==> src/rtl/addr_trans_utlb_pkg.sv <==
// Shared types and DMW field positions for the front-end address translation stage.
package addr_trans_pkg;

  typedef enum logic [2:0] {
    NONE = 3'd0,
    TLBR = 3'd1,
    PIL  = 3'd2,
    PIS  = 3'd3,
    PPI  = 3'd4,
    PME  = 3'd5
  } ecode_t;

  typedef enum logic {
    IDLE = 1'b0,
    WALK = 1'b1
  } state_t;

  typedef struct packed {
    logic [19:0] vpn;
    logic [19:0] pfn;
    logic        v;
    logic        d;
    logic [1:0]  plv;
    logic [1:0]  mat;
    logic        valid;
  } utlb_entry_t;

  localparam int DMW_VSEG_LO = 29;
  localparam int DMW_PSEG_LO = 25;
  localparam int DMW_MAT_LO  = 4;

  // Page checks shared by uTLB hits and main-TLB walk results.
  function automatic ecode_t page_check(input logic v, input logic d, input logic [1:0] pg_plv,
                                        input logic is_store, input logic [1:0] plv);
    if (!v) return is_store ? PIS : PIL;
    if (plv > pg_plv) return PPI;
    if (is_store && !d) return PME;
    return NONE;
  endfunction

endpackage

==> src/rtl/addr_trans_utlb_if.sv <==
// Request/response and main-TLB refill signals of the translation stage.
interface addr_trans_utlb_if
  import addr_trans_pkg::*;
#(parameter int PALEN = 32) ();
  logic             req_valid;
  logic             req_ready;
  logic [31:0]      req_vaddr;
  logic             req_is_store;
  logic             resp_valid;
  logic [PALEN-1:0] resp_paddr;
  logic [1:0]       resp_mat;
  logic             resp_is_dmw;
  logic             resp_exc;
  ecode_t           resp_ecode;
  logic             tlb_req_valid;
  logic [19:0]      tlb_req_vpn;
  logic             tlb_resp_valid;
  logic             tlb_resp_found;
  logic             tlb_resp_v;
  logic             tlb_resp_d;
  logic [1:0]       tlb_resp_plv;
  logic [1:0]       tlb_resp_mat;
  logic [19:0]      tlb_resp_pfn;

  modport master (
    output req_valid, req_vaddr, req_is_store,
    input  req_ready, resp_valid, resp_paddr, resp_mat, resp_is_dmw, resp_exc, resp_ecode,
    input  tlb_req_valid, tlb_req_vpn,
    output tlb_resp_valid, tlb_resp_found, tlb_resp_v, tlb_resp_d, tlb_resp_plv,
    output tlb_resp_mat, tlb_resp_pfn
  );

  modport slave (
    input  req_valid, req_vaddr, req_is_store,
    output req_ready, resp_valid, resp_paddr, resp_mat, resp_is_dmw, resp_exc, resp_ecode,
    output tlb_req_valid, tlb_req_vpn,
    input  tlb_resp_valid, tlb_resp_found, tlb_resp_v, tlb_resp_d, tlb_resp_plv,
    input  tlb_resp_mat, tlb_resp_pfn
  );
endinterface

==> src/rtl/addr_trans_utlb_entry_array.sv <==
// Fully-associative uTLB storage: parallel lookup, fill (free slot first, else round robin), flush.
module utlb_entry_array
  import addr_trans_pkg::*;
#(parameter int ENTRIES = 4)
(
  input  logic        clk,
  input  logic        resetn,
  input  logic [19:0] lookup_vpn,
  output logic        hit,
  output logic [19:0] hit_pfn,
  output logic        hit_v,
  output logic        hit_d,
  output logic [1:0]  hit_plv,
  output logic [1:0]  hit_mat,
  input  logic        fill_en,
  input  utlb_entry_t fill_entry,
  input  logic        flush
);
  localparam int IW = $clog2(ENTRIES);

  utlb_entry_t          ent [ENTRIES];
  logic [ENTRIES-1:0]   hit_onehot;
  utlb_entry_t          hit_entry;
  logic [IW-1:0]        rr_ptr;
  logic [IW-1:0]        fill_idx;
  logic                 any_free;

  always_comb begin
    hit_entry = '0;
    for (int i = 0; i < ENTRIES; i++)
      hit_onehot[i] = ent[i].valid && (ent[i].vpn == lookup_vpn);
    for (int i = ENTRIES - 1; i >= 0; i--)
      if (hit_onehot[i]) hit_entry = ent[i];
  end

  assign hit     = |hit_onehot;
  assign hit_pfn = hit_entry.pfn;
  assign hit_v   = hit_entry.v;
  assign hit_d   = hit_entry.d;
  assign hit_plv = hit_entry.plv;
  assign hit_mat = hit_entry.mat;

  always_comb begin
    any_free = 1'b0;
    fill_idx = rr_ptr;
    for (int i = ENTRIES - 1; i >= 0; i--)
      if (!ent[i].valid) begin
        any_free = 1'b1;
        fill_idx = IW'(i);
      end
  end

  always_ff @(posedge clk) begin
    if (!resetn) begin
      for (int i = 0; i < ENTRIES; i++) ent[i] <= '0;
      rr_ptr <= '0;
    end else if (flush) begin
      for (int i = 0; i < ENTRIES; i++) ent[i].valid <= 1'b0;
    end else if (fill_en) begin
      ent[fill_idx] <= fill_entry;
      if (!any_free) rr_ptr <= rr_ptr + IW'(1);
    end
  end
endmodule

==> src/rtl/addr_trans_utlb.sv <==
// Virtual-to-physical translation: direct mode, prioritised DMW windows, then uTLB with main-TLB refill.
module addr_trans_utlb
  import addr_trans_pkg::*;
#(
  parameter int NUM_DMW      = 2,
  parameter int UTLB_ENTRIES = 4,
  parameter int PALEN        = 32
)
(
  input  logic                   clk,
  input  logic                   resetn,
  input  logic                   csr_da,
  input  logic                   csr_pg,
  input  logic [1:0]             csr_plv,
  input  logic [1:0]             csr_datm,
  input  logic [32*NUM_DMW-1:0]  csr_dmw,
  input  logic                   utlb_flush,
  addr_trans_utlb_if.slave       bus
);
  state_t           state, state_nxt;
  logic [11:0]      lat_off;
  logic             lat_store;
  logic [1:0]       lat_plv;
  logic             flush_seen;
  logic             resp_valid_q, resp_valid_d;
  logic [PALEN-1:0] resp_paddr_q, resp_paddr_d;
  logic [1:0]       resp_mat_q, resp_mat_d;
  logic             resp_is_dmw_q, resp_is_dmw_d;
  logic             resp_exc_q, resp_exc_d;
  ecode_t           resp_ecode_q, resp_ecode_d;
  logic             tlb_req_valid_q;
  logic [19:0]      tlb_req_vpn_q;
  logic             accept, direct, dmw_hit, miss, fill_en;
  logic [31:0]      dmw_paddr;
  logic [1:0]       dmw_mat;
  logic             u_hit, u_v, u_d;
  logic [19:0]      u_pfn;
  logic [1:0]       u_plv, u_mat;
  ecode_t           hit_ec, walk_ec;
  utlb_entry_t      fill_entry;
  logic             unused_dmw_bits;

  assign unused_dmw_bits = ^csr_dmw;
  assign accept = bus.req_valid && (state == IDLE);
  assign direct = csr_da && !csr_pg;

  // Loop runs high to low so the lowest matching window wins.
  always_comb begin
    dmw_hit   = 1'b0;
    dmw_paddr = '0;
    dmw_mat   = '0;
    for (int i = NUM_DMW - 1; i >= 0; i--) begin
      if (csr_dmw[32*i + DMW_VSEG_LO +: 3] == bus.req_vaddr[31:29] && csr_dmw[32*i + int'(csr_plv)]) begin
        dmw_hit   = 1'b1;
        dmw_paddr = {csr_dmw[32*i + DMW_PSEG_LO +: 3], bus.req_vaddr[28:0]};
        dmw_mat   = csr_dmw[32*i + DMW_MAT_LO +: 2];
      end
    end
  end

  utlb_entry_array #(.ENTRIES(UTLB_ENTRIES)) u_array (
    .clk        (clk),
    .resetn     (resetn),
    .lookup_vpn (bus.req_vaddr[31:12]),
    .hit        (u_hit),
    .hit_pfn    (u_pfn),
    .hit_v      (u_v),
    .hit_d      (u_d),
    .hit_plv    (u_plv),
    .hit_mat    (u_mat),
    .fill_en    (fill_en),
    .fill_entry (fill_entry),
    .flush      (utlb_flush)
  );

  assign hit_ec  = page_check(u_v, u_d, u_plv, bus.req_is_store, csr_plv);
  assign walk_ec = bus.tlb_resp_found ?
                   page_check(bus.tlb_resp_v, bus.tlb_resp_d, bus.tlb_resp_plv, lat_store, lat_plv) : TLBR;
  assign fill_entry = '{vpn: tlb_req_vpn_q, pfn: bus.tlb_resp_pfn, v: bus.tlb_resp_v, d: bus.tlb_resp_d,
                        plv: bus.tlb_resp_plv, mat: bus.tlb_resp_mat, valid: 1'b1};

  always_ff @(posedge clk) begin
    if (!resetn) state <= IDLE;
    else         state <= state_nxt;
  end

  always_comb begin
    state_nxt     = state;
    resp_valid_d  = 1'b0;
    resp_paddr_d  = resp_paddr_q;
    resp_mat_d    = resp_mat_q;
    resp_is_dmw_d = resp_is_dmw_q;
    resp_exc_d    = resp_exc_q;
    resp_ecode_d  = resp_ecode_q;
    miss          = 1'b0;
    fill_en       = 1'b0;
    unique case (state)
      IDLE: if (accept) begin
        if (direct) begin
          resp_valid_d = 1'b1; resp_paddr_d = PALEN'(bus.req_vaddr); resp_mat_d = csr_datm;
          resp_is_dmw_d = 1'b0; resp_exc_d = 1'b0; resp_ecode_d = NONE;
        end else if (dmw_hit) begin
          resp_valid_d = 1'b1; resp_paddr_d = PALEN'(dmw_paddr); resp_mat_d = dmw_mat;
          resp_is_dmw_d = 1'b1; resp_exc_d = 1'b0; resp_ecode_d = NONE;
        end else if (u_hit) begin
          resp_valid_d = 1'b1; resp_paddr_d = PALEN'({u_pfn, bus.req_vaddr[11:0]});
          resp_is_dmw_d = 1'b0; resp_exc_d = (hit_ec != NONE); resp_ecode_d = hit_ec;
          resp_mat_d = (hit_ec != NONE) ? 2'b00 : u_mat;
        end else begin
          miss      = 1'b1;
          state_nxt = WALK;
        end
      end
      WALK: if (bus.tlb_resp_valid) begin
        state_nxt     = IDLE;
        resp_valid_d  = 1'b1;
        resp_paddr_d  = PALEN'({bus.tlb_resp_pfn, lat_off});
        resp_is_dmw_d = 1'b0;
        resp_exc_d    = (walk_ec != NONE);
        resp_ecode_d  = walk_ec;
        resp_mat_d    = (walk_ec != NONE) ? 2'b00 : bus.tlb_resp_mat;
        fill_en       = bus.tlb_resp_found && bus.tlb_resp_v && !utlb_flush && !flush_seen;
      end
      default: state_nxt = IDLE;
    endcase
  end

  always_ff @(posedge clk) begin
    if (!resetn) begin
      resp_valid_q <= 1'b0; resp_paddr_q <= '0; resp_mat_q <= '0; resp_is_dmw_q <= 1'b0;
      resp_exc_q <= 1'b0; resp_ecode_q <= NONE; tlb_req_valid_q <= 1'b0; tlb_req_vpn_q <= '0;
      lat_off <= '0; lat_store <= 1'b0; lat_plv <= '0; flush_seen <= 1'b0;
    end else begin
      resp_valid_q  <= resp_valid_d;
      resp_paddr_q  <= resp_paddr_d;
      resp_mat_q    <= resp_mat_d;
      resp_is_dmw_q <= resp_is_dmw_d;
      resp_exc_q    <= resp_exc_d;
      resp_ecode_q  <= resp_ecode_d;
      if (accept) begin
        lat_off    <= bus.req_vaddr[11:0];
        lat_store  <= bus.req_is_store;
        lat_plv    <= csr_plv;
        flush_seen <= 1'b0;
      end else if (state == WALK && utlb_flush) begin
        flush_seen <= 1'b1;
      end
      if (miss) begin
        tlb_req_valid_q <= 1'b1;
        tlb_req_vpn_q   <= bus.req_vaddr[31:12];
      end else if (state == WALK && bus.tlb_resp_valid) begin
        tlb_req_valid_q <= 1'b0;
      end
    end
  end

  assign bus.req_ready     = (state == IDLE);
  assign bus.resp_valid    = resp_valid_q;
  assign bus.resp_paddr    = resp_paddr_q;
  assign bus.resp_mat      = resp_mat_q;
  assign bus.resp_is_dmw   = resp_is_dmw_q;
  assign bus.resp_exc      = resp_exc_q;
  assign bus.resp_ecode    = resp_ecode_q;
  assign bus.tlb_req_valid = tlb_req_valid_q;
  assign bus.tlb_req_vpn   = tlb_req_vpn_q;
endmodule

==> src/flat_wrapper.sv <==
// flat-port wrapper written by rule: the top's interface ports become plain ports
module addr_trans_utlb_flat import addr_trans_pkg::*;
#(
  parameter int NUM_DMW      = 2,
  parameter int UTLB_ENTRIES = 4,
  parameter int PALEN        = 32
)
  (clk, resetn, csr_da, csr_pg, csr_plv, csr_datm, csr_dmw, utlb_flush, bus_req_valid, bus_req_vaddr, bus_req_is_store, bus_req_ready, bus_resp_valid, bus_resp_paddr, bus_resp_mat, bus_resp_is_dmw, bus_resp_exc, bus_resp_ecode, bus_tlb_req_valid, bus_tlb_req_vpn, bus_tlb_resp_valid, bus_tlb_resp_found, bus_tlb_resp_v, bus_tlb_resp_d, bus_tlb_resp_plv, bus_tlb_resp_mat, bus_tlb_resp_pfn);
  addr_trans_utlb_if #(.PALEN(PALEN)) bus_i ();
  input  logic clk;
  input  logic resetn;
  input  logic csr_da;
  input  logic csr_pg;
  input  logic [1:0] csr_plv;
  input  logic [1:0] csr_datm;
  input  logic [32*NUM_DMW-1:0] csr_dmw;
  input  logic utlb_flush;
  input wire logic [$bits(bus_i.req_valid)-1:0] bus_req_valid;
  input wire logic [$bits(bus_i.req_vaddr)-1:0] bus_req_vaddr;
  input wire logic [$bits(bus_i.req_is_store)-1:0] bus_req_is_store;
  output wire logic [$bits(bus_i.req_ready)-1:0] bus_req_ready;
  output wire logic [$bits(bus_i.resp_valid)-1:0] bus_resp_valid;
  output wire logic [$bits(bus_i.resp_paddr)-1:0] bus_resp_paddr;
  output wire logic [$bits(bus_i.resp_mat)-1:0] bus_resp_mat;
  output wire logic [$bits(bus_i.resp_is_dmw)-1:0] bus_resp_is_dmw;
  output wire logic [$bits(bus_i.resp_exc)-1:0] bus_resp_exc;
  output wire logic [$bits(bus_i.resp_ecode)-1:0] bus_resp_ecode;
  output wire logic [$bits(bus_i.tlb_req_valid)-1:0] bus_tlb_req_valid;
  output wire logic [$bits(bus_i.tlb_req_vpn)-1:0] bus_tlb_req_vpn;
  input wire logic [$bits(bus_i.tlb_resp_valid)-1:0] bus_tlb_resp_valid;
  input wire logic [$bits(bus_i.tlb_resp_found)-1:0] bus_tlb_resp_found;
  input wire logic [$bits(bus_i.tlb_resp_v)-1:0] bus_tlb_resp_v;
  input wire logic [$bits(bus_i.tlb_resp_d)-1:0] bus_tlb_resp_d;
  input wire logic [$bits(bus_i.tlb_resp_plv)-1:0] bus_tlb_resp_plv;
  input wire logic [$bits(bus_i.tlb_resp_mat)-1:0] bus_tlb_resp_mat;
  input wire logic [$bits(bus_i.tlb_resp_pfn)-1:0] bus_tlb_resp_pfn;
  assign bus_i.req_valid = bus_req_valid;
  assign bus_i.req_vaddr = bus_req_vaddr;
  assign bus_i.req_is_store = bus_req_is_store;
  assign bus_req_ready = bus_i.req_ready;
  assign bus_resp_valid = bus_i.resp_valid;
  assign bus_resp_paddr = bus_i.resp_paddr;
  assign bus_resp_mat = bus_i.resp_mat;
  assign bus_resp_is_dmw = bus_i.resp_is_dmw;
  assign bus_resp_exc = bus_i.resp_exc;
  assign bus_resp_ecode = bus_i.resp_ecode;
  assign bus_tlb_req_valid = bus_i.tlb_req_valid;
  assign bus_tlb_req_vpn = bus_i.tlb_req_vpn;
  assign bus_i.tlb_resp_valid = bus_tlb_resp_valid;
  assign bus_i.tlb_resp_found = bus_tlb_resp_found;
  assign bus_i.tlb_resp_v = bus_tlb_resp_v;
  assign bus_i.tlb_resp_d = bus_tlb_resp_d;
  assign bus_i.tlb_resp_plv = bus_tlb_resp_plv;
  assign bus_i.tlb_resp_mat = bus_tlb_resp_mat;
  assign bus_i.tlb_resp_pfn = bus_tlb_resp_pfn;
  addr_trans_utlb #(.NUM_DMW(NUM_DMW), .UTLB_ENTRIES(UTLB_ENTRIES), .PALEN(PALEN)) u_core (.clk(clk), .resetn(resetn), .csr_da(csr_da), .csr_pg(csr_pg), .csr_plv(csr_plv), .csr_datm(csr_datm), .csr_dmw(csr_dmw), .utlb_flush(utlb_flush), .bus(bus_i));
endmodule
==> config.mk <==
export PLATFORM = sky130hd
export DESIGN_NAME = addr_trans_utlb_flat
export DESIGN_NICKNAME = d
export VERILOG_FILES = /design/src/rtl/addr_trans_utlb_pkg.sv /design/src/rtl/addr_trans_utlb_if.sv /design/src/rtl/addr_trans_utlb_entry_array.sv /design/src/rtl/addr_trans_utlb.sv /design/src/flat_wrapper.sv
export SDC_FILE = /design/constraint.sdc
export NUM_CORES = 1
export LEC_CHECK = 0
export CORE_UTILIZATION = 58
export CTS_BUF_LIST = sky130_fd_sc_hd__clkbuf_4 sky130_fd_sc_hd__clkbuf_8 sky130_fd_sc_hd__clkbuf_16
export DETAILED_ROUTE_END_ITERATION = 8
export HOLD_SLACK_MARGIN = 0.05
export PLACE_DENSITY_LB_ADDON = 0.1
export SYNTH_ARGS = -nofsm -noshare
export SYNTH_HDL_FRONTEND = slang
export SYNTH_SLANG_ARGS = --single-unit
export TNS_END_PERCENT = 1
==> constraint.sdc <==
create_clock -name clk -period 6.1 [get_ports clk]
set_input_delay 1.22 -clock clk [delete_from_list [all_inputs] [get_ports clk]]
set_output_delay 1.22 -clock clk [all_outputs]
set_load 0.02 [all_outputs]
==> impl_metrics.json, run 1 <==
{
  "first_global_vias": 8953,
  "synth_area_sq_mm": 0.0125,
  "vias": 9334,
  "core-area_sq_mm": 0.0211,
  "power_density_mw_per_mm2": 289,
  "antenna_found_initial": 0,
  "irDropWorstVdd_mv": 0.235,
  "hold_buffers": 0,
  "die_h_um": 149,
  "detail-route-antenna-nets": 0,
  "n_antenna_cell": 0,
  "setup_tns_ps": 0,
  "drtIter0Drc": 811,
  "fmax_mhz": 207,
  "hold_start": "u_core.bus.resp_paddr[27]$_SDFFE_PN0P_",
  "wl_per_cell_um": 21.5,
  "netlist_instances": 1138,
  "synth_edf_count": 184,
  "crit_path_end": "u_core.bus.resp_exc$_SDFFE_PN0P_",
  "endpoint_kind": "flip-flop",
  "ys_ff_latch": 268,
  "relSlewSlack_pct": 27.9,
  "ys_types": 60,
  "ys_seq_area_share_pct": 57.4,
  "synth-main-ff-cell": "edfxtp_1",
  "die_w_um": 149,
  "clkTransAtPathRegs_ps": 60,
  "routed_wl_um": 33300,
  "clock_latency_ps": 530,
  "grt_first_pass_wirelength_um": 50600,
  "mappedNetlistNets": 1277,
  "cap_viol_max_count": 0,
  "slew_viol_final": 0,
  "rows": 53,
  "cts_buffers": 29,
  "cts.path.max_buffers": 3,
  "dr.pass1.iters": 5,
  "stdcell_area_sq_mm": 0.0152,
  "portBuffers": 156,
  "rsz0062_at_grt": "no",
  "ff2ff_path_depth": 8,
  "root_buffer": "clkbuf_16",
  "cts_setup_buffers": 0,
  "placed_cells": 1496,
  "fin_cells": 1548,
  "cp-startpoint": "bus_req_vaddr[27]",
  "cts_tree": "built",
  "grt_max_degree": 65,
  "ioPinCount": 197,
  "tightest_slew_ps": 1080,
  "ys_warn_count": 0,
  "reg2reg_to": "u_core.u_array.ent[2][21]$_SDFFCE_PN0P_",
  "hold_path_class": "reg2reg",
  "required_ps": 6520,
  "async_flop_share_pct": 0,
  "crit_arrival_ps": 5260,
  "initial_utilization_pct": 59.5,
  "cts_resized": 0,
  "clkSinkCount": 268,
  "status": "completed",
  "leakage_nw": 5.66,
  "cts.htree.levels": 1,
  "num-nets-final": 1391,
  "n_fill_cell": 1545,
  "crit_fanout": 13,
  "drc": 0,
  "post-route-min-period_ps": 4840,
  "fin_util_pct": 72.2,
  "reg2reg_from": "u_core.state$_SDFF_PN0_",
  "cp-start-kind": "primary input",
  "hold_violations": 0,
  "holdWs_ps": 450,
  "gr-usage-all-layers_pct": 30.2,
  "die_area_sq_mm": 0.0222,
  "r2r_slack_ps": 2310,
  "grt_overflow_total": 0,
  "setup_violations": 0,
  "skew_ps": 13.1,
  "worstSetupPathType": "in2reg",
  "syn_to_final_growth_pct": 21.3,
  "min_period_over_period_pct": 79.3,
  "drive_gt1_share_pct": 8.01,
  "vias_per_cell": 6.03,
  "placed_cell_area_sq_mm": 0.0142,
  "syn_avg_cell_area_sq_um": 11.0,
  "gp_congestion": 0.818,
  "dp_hpwl_um": 20700
}
cell usage after synthesis (4+ instances only):
| master | number | area share [%] |
|---|---|---|
| nand2_1 | 111 | 3.3 |
| dfxtp_1 | 84 | 13 |
| a211oi_1 | 14 | 0.84 |
| nand4_1 | 9 | 0.45 |
| xor2_1 | 60 | 4.2 |
| o211ai_1 | 17 | 1.0 |
| mux2i_1 | 12 | 0.96 |
| nand2b_1 | 25 | 1.2 |
| o21ai_0 | 12 | 0.48 |
| a221oi_1 | 24 | 1.7 |
| nor3_1 | 29 | 1.2 |
| clkbuf_1 | 45 | 1.3 |
| a21o_1 | 5 | 0.30 |
| and2_1 | 136 | 6.8 |
| buf_4 | 6 | 0.36 |
| a21oi_1 | 69 | 2.8 |
| buf_2 | 29 | 1.2 |
| nor2_1 | 56 | 1.7 |
| xnor2_1 | 25 | 1.7 |
| ha_1 | 4 | 0.40 |
| nor4_1 | 19 | 0.95 |
| inv_1 | 11 | 0.33 |
| buf_1 | 7 | 0.21 |
| buf_6 | 9 | 0.81 |
| nand3_1 | 27 | 1.1 |
| o41ai_1 | 17 | 1.2 |
| edfxtp_1 | 184 | 44 |
| and3_1 | 46 | 2.3 |
cell type report:
type	count	area, sq um	area share, %
clock buffer	36	803	5.28
clock inverter	16	214	1.41
inverter	12	45.0	0.296
multi-input combinational	762	4860	31.9
sequential	268	7210	47.4
tap	275	344	2.26
timing repair buffer	179	1750	11.5
registers in the layout, indices dropped and copies added, names as in the netlist:
signal	cells
u_core.flush_seen	1
u_core.bus.tlb_req_vpn	20
u_core.u_array.rr_ptr	2
u_core.bus.resp_paddr	32
u_core.bus.resp_ecode	3
u_core.bus.resp_mat	2
u_core.bus.resp_exc	1
u_core.lat_plv	2
u_core.lat_store	1
u_core.bus.tlb_req_valid	1
u_core.u_array.ent	188
u_core.state	1
u_core.bus.resp_valid	1
u_core.bus.resp_is_dmw	1
u_core.lat_off	12
placed cells by master (no fill, tap or decap), drive strengths merged, types with 3 or more instances in the layout:
cell type / Yosys / final
nand2b: 25 / 25
and2: 136 / 136
clkbuf: 45 / 36
nand3: 27 / 27
a211oi: 15 / 15
nor3: 29 / 29
mux2i: 12 / 12
o211ai: 17 / 17
a221oi: 24 / 24
edfxtp: 184 / 184
a221o: 3 / 3
nand2: 111 / 111
bufinv: 0 / 5
o221ai: 3 / 3
xor2: 60 / 60
or2: 3 / 3
o21ai: 13 / 13
clkdlybuf4s50: 0 / 156
nor4: 21 / 21
nor2: 56 / 56
a21o: 5 / 5
nand3b: 3 / 3
dfxtp: 84 / 84
a21oi: 69 / 69
buf: 51 / 23
ha: 4 / 4
clkinv: 1 / 9
nand4: 9 / 9
xnor2: 25 / 25
a31oi: 4 / 4
nor2b: 4 / 4
o41ai: 18 / 18
inv: 11 / 11
clkinvlp: 0 / 3
and3: 46 / 46
logic make-up after synthesis:
logic type	count (synthesis)	share of synthesized area, %
buf+inv	108	4.24
compound gates	187	10.7
mux	14	1.32
flops	268	57.4
fa+ha+maj	4	0.399
xor+xnor	85	5.93
simple gates	472	19.9
report_power, final:
| group | leakage [nW] | total, mW | switching, mW | internal (mW) |
|---|---|---|---|---|
| Sequential | 2.58 | 2.07 | 0.0466 | 2.02 |
| Clock | 0.498 | 1.84 | 0.704 | 1.14 |
| Combinational | 2.58 | 0.489 | 0.285 | 0.204 |
layer usage:
| metal | up-vias | share of wire [%] | global-route usage (%) | wire [um] |
|---|---|---|---|---|
| li1 | 4299 | - | - | - |
| met1 | 4541 | 41 | 41.5 | 13500 |
| met2 | 440 | 48 | 49.8 | 16100 |
| met3 | 54 | 8.9 | 3.98 | 2950 |
| met4 | 0 | 2.2 | 9.03 | 723 |
| met5 | - | 0 | 0 | 0 |
worst min-delay path by stage:
stage	end	slack (ps)	cells past startpoint
6_report	u_core.bus.resp_paddr[27]$_SDFFE_PN0P_	450	2
5_1_grt	u_core.bus.resp_paddr[22]$_SDFFE_PN0P_	470	2
4_1_cts	u_core.bus.resp_paddr[16]$_SDFFE_PN0P_	450	2
3_5_place_dp	u_core.bus.resp_paddr[16]$_SDFFE_PN0P_	450	2
3_3_place_gp	u_core.bus.resp_paddr[21]$_SDFFE_PN0P_	440	2
2_1_floorplan	u_core.lat_off[0]$_SDFFE_PN0P_	440	2
critical path, stage by stage:
cell and delay, ps:
clkdlybuf4s50_1 630, xor2_1 260, nor4_1 600, nand4_1 500, nor2_2 720, a21oi_1 100
a21oi_1 180, ha_1 270, a21oi_1 130, a21oi_1 90, a31oi_4 210, a211oi_1 100
o221a_1 250
through the flow:
stage	power (mW)	setup slack, ps
finish	4.40	1260
detailed placement	2.59	945
CTS	4.40	1470
global placement	2.58	997
global route	4.52	1270
floorplan	2.36	2120
Note: power is estimated with default switching activity, not from simulation.
==> run 2: changes to the inputs <==
--- a/config.mk
+++ b/config.mk
@@ -5,7 +5,7 @@
 export SDC_FILE = /design/constraint.sdc
 export NUM_CORES = 1
 export LEC_CHECK = 0
-export CORE_UTILIZATION = 58
+export CORE_UTILIZATION = 49
 export CTS_BUF_LIST = sky130_fd_sc_hd__clkbuf_4 sky130_fd_sc_hd__clkbuf_8 sky130_fd_sc_hd__clkbuf_16
 export DETAILED_ROUTE_END_ITERATION = 8
 export HOLD_SLACK_MARGIN = 0.05
==> constraint.sdc (replaced) <==
create_clock -name clk -period 4.2 [get_ports clk]
set_input_delay 0.84 -clock clk [delete_from_list [all_inputs] [get_ports clk]]
set_output_delay 0.84 -clock clk [all_outputs]
set_load 0.02 [all_outputs]
==> impl_metrics.json, run 2 (synthesized netlist as in run 1, its figures left out) <==
{
  "grt_max_degree": 55,
  "tightest_slew_ps": 646,
  "slew_viol_final": 0,
  "seq_power_share_pct": 47.5,
  "n_antenna_cell": 0,
  "reg2reg_to": "u_core.bus.resp_exc$_SDFFE_PN0P_",
  "ff2ff_path_depth": 15,
  "p_sw_share_pct": 23.8,
  "cp-startpoint": "bus_req_vaddr[28]",
  "cts.path.max_buffers": 3,
  "status": "completed",
  "crit_arrival_ps": 4310,
  "cts_buffers": 29,
  "cts_setup_buffers": 0,
  "placed_cell_area_sq_mm": 0.0149,
  "cp_num_buf_inv": 1,
  "worstSetupPathType": "in2reg",
  "antenna_found_initial": 0,
  "crit_chain": "clkdlybuf4s50_1 > xor2_1 > nor4_1 > nand4_1 > a211oi_2 > a22o_1 > nand2_1 > a21oi_1 > a21oi_1 > ha_1 > a21oi_1 > a21oi_1 > a31oi_4 > a211oi_1 > o221a_1",
  "ioPinCount": 197,
  "cts_tree": "built",
  "largest_reg_flops": 188,
  "first_global_vias": 9255,
  "required_ps": 4690,
  "wl_per_cell_um": 20.6,
  "hold_path_class": "reg2reg",
  "die_h_um": 162,
  "clkSinkCount": 268,
  "hold_violations": 0,
  "n_fill_cell": 2023,
  "final_common_cell": "edfxtp_1",
  "setup_tns_ps": 0,
  "hold_start": "u_core.bus.resp_paddr[24]$_SDFFE_PN0P_",
  "whs_path_depth": 2,
  "num-nets-final": 1460,
  "vias": 9373,
  "vias_per_cell": 5.60,
  "syn_to_final_growth_pct": 26.4,
  "portBuffers": 156,
  "detail-route-antenna-nets": 0,
  "min_period_over_period_pct": 90.9,
  "stdcell_area_sq_mm": 0.0159,
  "p_int_mw": 4.82,
  "clkTransAtPathRegs_ps": 60,
  "worst_path_largest_cell_delay_ps": 610,
  "critPathMostFrequentCell": "a21oi_1",
  "regMostFlops": "u_core.u_array.ent",
  "root_buffer": "clkbuf_16",
  "p_clk_share_pct": 40.3,
  "gp_congestion": 0.814,
  "core-area_sq_mm": 0.0252,
  "cts_resized": 0,
  "holdWs_ps": 453,
  "finalPower_mw": 6.32,
  "route.met3.wl_um": 1770,
  "rsz0062_at_grt": "no",
  "rows": 58,
  "cts.htree.levels": 1,
  "skew_ps": 13.9,
  "power_density_mw_per_mm2": 398,
  "dr_wl_met2_um": 16400,
  "r2r_slack_ps": 940,
  "die_w_um": 162,
  "initial_utilization_pct": 49.8,
  "grt_overflow_total": 0,
  "m1WireLength_um": 15600,
  "cp_slowest_cell": "clkdlybuf4s50_1",
  "hold_buffers": 0,
  "die_area_sq_mm": 0.0263,
  "dp_hpwl_um": 22200,
  "maxUsedRoutingLayer": "met4",
  "reg2reg_from": "u_core.u_array.ent[3][31]$_SDFFCE_PN0P_",
  "drtIter0Drc": 708,
  "relSlewSlack_pct": 56.9,
  "drc": 0,
  "crit_path_end": "u_core.bus.resp_exc$_SDFFE_PN0P_",
  "setup_violations": 0,
  "fin_cells": 1673,
  "final_cell_mix": "184 x edfxtp_1, 156 x clkdlybuf4s50_1, 136 x and2_1, 110 x nand2_1, 83 x dfxtp_1",
  "drive_gt1_share_pct": 12.9,
  "clock_latency_ps": 550,
  "crit_fanout": 4,
  "leakage_nw": 6.03,
  "post-route-min-period_ps": 3820,
  "routed_wl_um": 34400,
  "cp-start-kind": "primary input",
  "irDropWorstVdd_mv": 0.300,
  "dr.pass1.iters": 5,
  "power_frac_comb_pct": 12.2,
  "grt_first_pass_wirelength_um": 53500,
  "crit_cells": 15,
  "endpoint_kind": "flip-flop",
  "power_switching_mw": 1.51,
  "fmax_mhz": 262,
  "gr-usage-all-layers_pct": 26.8,
  "cp_top_family": "compound AO/OA/AOI/OAI gates",
  "placed_cells": 1620,
  "cap_viol_max_count": 0
}
-- run 2: cell count changes in the layout (fill, tap and decap cells not counted), sizes merged --
cell      change
bufinv        -4
clkinvlp      -3
clkbuf       +11
buf          +69
clkinv        -3
-- run 2: through the flow --
step	setup WS, ps	util (%)
finish	382	63.0
global route	168	63.0
detailed placement	-124	59.2
CTS	413	63.0
global placement	-129	59.2
floorplan	595	-
-- run 2: worst reg2reg max path, delay by kind of cell (launching register included) --
kind | cells | cell delay (ps)
adders and majority gates | 1 | 300
AOI/OAI and AO/OA | 9 | 1630
DFF | 1 | 380
and+or+nand+nor | 3 | 560
buffers and inverters | 1 | 180
xor gates and xnor gates | 1 | 150
-- run 2: worst min-delay path by stage --
stage / endpoint / slack (ps)
6_report: u_core.bus.resp_paddr[24]$_SDFFE_PN0P_ / 450
5_1_grt: u_core.lat_off[8]$_SDFFE_PN0P_ / 470
4_1_cts: u_core.bus.resp_paddr[23]$_SDFFE_PN0P_ / 450
3_5_place_dp: u_core.bus.resp_paddr[23]$_SDFFE_PN0P_ / 450
3_3_place_gp: u_core.bus.resp_paddr[21]$_SDFFE_PN0P_ / 440
2_1_floorplan: u_core.lat_off[0]$_SDFFE_PN0P_ / 440
-- run 2: power by group through the flow --
| stage | clock [mW] | sequential, mW | combinational (mW) |
|---|---|---|---|
| floorplan | 0 | 3.10 | 0.337 |
| global placement | 0 | 3.05 | 0.768 |
| detailed placement | 0 | 3.06 | 0.774 |
| CTS | 2.58 | 3.00 | 0.778 |
| global route | 2.69 | 3.01 | 0.834 |
| finish | 2.55 | 3.00 | 0.774 |
-- run 2: final cells by class --
class	count	area, sq um	share of cell area [%]
clock buffers	47	910	5.73
multi-input cells	762	4860	30.6
inverters	12	45.0	0.284
well taps	330	413	2.60
repair buffers	248	2380	15.0
flip-flops and latches	268	7210	45.4
clock inverters	6	53.8	0.339
-- run 2: layer usage --
metal,vias up,track usage (%)
li1,4435,-
met1,4637,38.2
met3,41,2.63
met4,0,6.56
met5,-,0
met2,260,44.1
==> run 3: changes to the inputs <==
--- a/config.mk
+++ b/config.mk
@@ -5,11 +5,12 @@
 export SDC_FILE = /design/constraint.sdc
 export NUM_CORES = 1
 export LEC_CHECK = 0
-export CORE_UTILIZATION = 49
+export CORE_UTILIZATION = 36
 export CTS_BUF_LIST = sky130_fd_sc_hd__clkbuf_4 sky130_fd_sc_hd__clkbuf_8 sky130_fd_sc_hd__clkbuf_16
 export DETAILED_ROUTE_END_ITERATION = 8
 export HOLD_SLACK_MARGIN = 0.05
 export PLACE_DENSITY_LB_ADDON = 0.1
+export SETUP_SLACK_MARGIN = 0.02
 export SYNTH_ARGS = -nofsm -noshare
 export SYNTH_HDL_FRONTEND = slang
 export SYNTH_SLANG_ARGS = --single-unit
==> impl_metrics.json, run 3 (synthesized netlist as in run 1, its figures left out) <==
{
  "clkSinkCount": 268,
  "syn_to_final_growth_pct": 28.8,
  "cts_setup_buffers": 0,
  "cp_slowest_cell": "clkdlybuf4s50_1",
  "min_period_over_period_pct": 87.4,
  "irDropWorstVdd_mv": 0.337,
  "route.met3.wl_um": 1940,
  "portBuffers": 156,
  "vias": 9437,
  "power_density_mw_per_mm2": 399,
  "first_global_vias": 9582,
  "m1WireLength_um": 17100,
  "hold_buffers": 0,
  "initial_utilization_pct": 36.4,
  "n_fill_cell": 3259,
  "routed_wl_um": 37600,
  "num-nets-final": 1465,
  "placed_cells": 1748,
  "fmax_mhz": 272,
  "dp_hpwl_um": 23900,
  "clkTransAtPathRegs_ps": 60,
  "setup_tns_ps": 0,
  "root_buffer": "clkbuf_16",
  "slew_viol_final": 0,
  "grt_first_pass_wirelength_um": 58100,
  "final_common_cell": "edfxtp_1",
  "worst_path_largest_cell_delay_ps": 620,
  "dr_wl_met2_um": 17900,
  "post-route-min-period_ps": 3670,
  "grt_max_degree": 53,
  "maxUsedRoutingLayer": "met4",
  "reg2reg_from": "u_core.u_array.ent[3][31]$_SDFFCE_PN0P_",
  "wl_per_cell_um": 20.8,
  "fin_cells": 1806,
  "gr-usage-all-layers_pct": 21.4,
  "tightest_slew_ps": 637,
  "leakage_nw": 6.10,
  "rsz0062_at_grt": "no",
  "dr.pass1.iters": 5,
  "cts_buffers": 31,
  "drc": 0,
  "clock_latency_ps": 570,
  "power_frac_comb_pct": 12.1,
  "setup_violations": 0,
  "cts.path.max_buffers": 3,
  "crit_fanout": 4,
  "gp_congestion": 0.774,
  "p_sw_share_pct": 24.6,
  "drive_gt1_share_pct": 13.2,
  "drtIter0Drc": 626,
  "fin_util_pct": 46.9,
  "vias_per_cell": 5.23,
  "cts_tree": "built",
  "hold_violations": 0,
  "critPathMostFrequentCell": "a21oi_1",
  "rows": 68,
  "worstSetupPathType": "in2reg",
  "finalPower_mw": 6.45,
  "status": "completed",
  "hold_path_class": "reg2reg",
  "p_clk_share_pct": 41.3,
  "cap_viol_max_count": 0,
  "grt_overflow_total": 0,
  "power_switching_mw": 1.59,
  "cts.htree.levels": 1,
  "detail-route-antenna-nets": 0,
  "crit_arrival_ps": 4120,
  "antenna_found_initial": 0,
  "seq_power_share_pct": 46.6,
  "required_ps": 4650,
  "die_area_sq_mm": 0.0356,
  "hold_start": "u_core.bus.resp_paddr[25]$_SDFFE_PN0P_",
  "crit_chain": "clkdlybuf4s50_1 > buf_4 > xor2_1 > nor4_1 > nand4_1 > buf_4 > or2_2 > nand2_1 > a21oi_1 > a21oi_1 > ha_1 > a21oi_1 > a21oi_1 > a31oi_4 > a211oi_1 > o221a_1",
  "n_antenna_cell": 0,
  "ioPinCount": 197,
  "cp-start-kind": "primary input",
  "final_cell_mix": "184 x edfxtp_1, 156 x clkdlybuf4s50_1, 136 x and2_1, 111 x nand2_1, 83 x dfxtp_1",
  "die_w_um": 189,
  "regMostFlops": "u_core.u_array.ent",
  "endpoint_kind": "flip-flop",
  "skew_ps": 22.1,
  "largest_reg_flops": 188,
  "cp-startpoint": "bus_req_vaddr[18]",
  "core-area_sq_mm": 0.0345,
  "p_int_mw": 4.87,
  "cts_resized": 0,
  "die_h_um": 189,
  "relSlewSlack_pct": 57.5
}
run 3: cell count changes in the layout (fill, tap and decap cells not counted), sizes merged:
| cell | change |
|---|---|
| inv | +1 |
| bufinv | -1 |
| clkbuf | +5 |
| buf | +3 |
run 3: critical path, delay by kind of cell:
kind / cells / cell delay, ps
buffers and inverters: 3 / 1060
AO/OA/AOI/OAI: 7 / 940
AND/OR/NAND/NOR: 4 / 850
adder cells (fa/ha/maj): 1 / 260
XOR/XNOR: 1 / 150
run 3: power by group through the flow:
| stage | logic [mW] | registers (mW) | clock network [mW] |
|---|---|---|---|
| finish | 0.782 | 3.01 | 2.66 |
| global route | 0.843 | 3.02 | 2.83 |
| CTS | 0.792 | 3.01 | 2.72 |
| detailed placement | 0.789 | 3.06 | 0 |
| global placement | 0.787 | 3.06 | 0 |
| floorplan | 0.337 | 3.10 | 0 |
run 3: worst paths after layout:
path | slack, ps | endpoint | cells after the start
worst max-delay path | 530 | u_core.bus.resp_exc$_SDFFE_PN0P_ | 16
worst min-delay path | 450 | u_core.bus.resp_paddr[25]$_SDFFE_PN0P_ | 2
worst max register to register | 1010 | u_core.bus.resp_exc$_SDFFE_PN0P_ | 15
worst min register to register | 450 | u_core.bus.resp_paddr[25]$_SDFFE_PN0P_ | 2
run 3: per-layer routing:
layer  vias up  GRT usage [%]
li1       4448              -
met1      4693           29.6
met4         0           4.75
met3        53           2.89
met2       243           35.6
met5         -              0
run 3: layout make-up:
| type | count | area (sq um) | area share [%] |
|---|---|---|---|
| multi-input combinational | 762 | 4860 | 30.1 |
| inverter | 12 | 45.0 | 0.279 |
| clock inverter | 6 | 31.3 | 0.194 |
| tap | 455 | 569 | 3.52 |
| clock buffer | 52 | 983 | 6.09 |
| timing repair buffer | 251 | 2460 | 15.2 |
| sequential | 268 | 7210 | 44.6 |
run 3: stage by stage:
step / setup slack (ps) / hold WS (ps) / cell area [sq um]
after floorplan: 595 / 436 / 12500
after global placement: -65.1 / 438 / 15100
after global routing: 177 / 478 / 16200
after CTS: 530 / 453 / 16200
after detailed placement: -45.7 / 446 / 15100
final: 529 / 448 / 16200
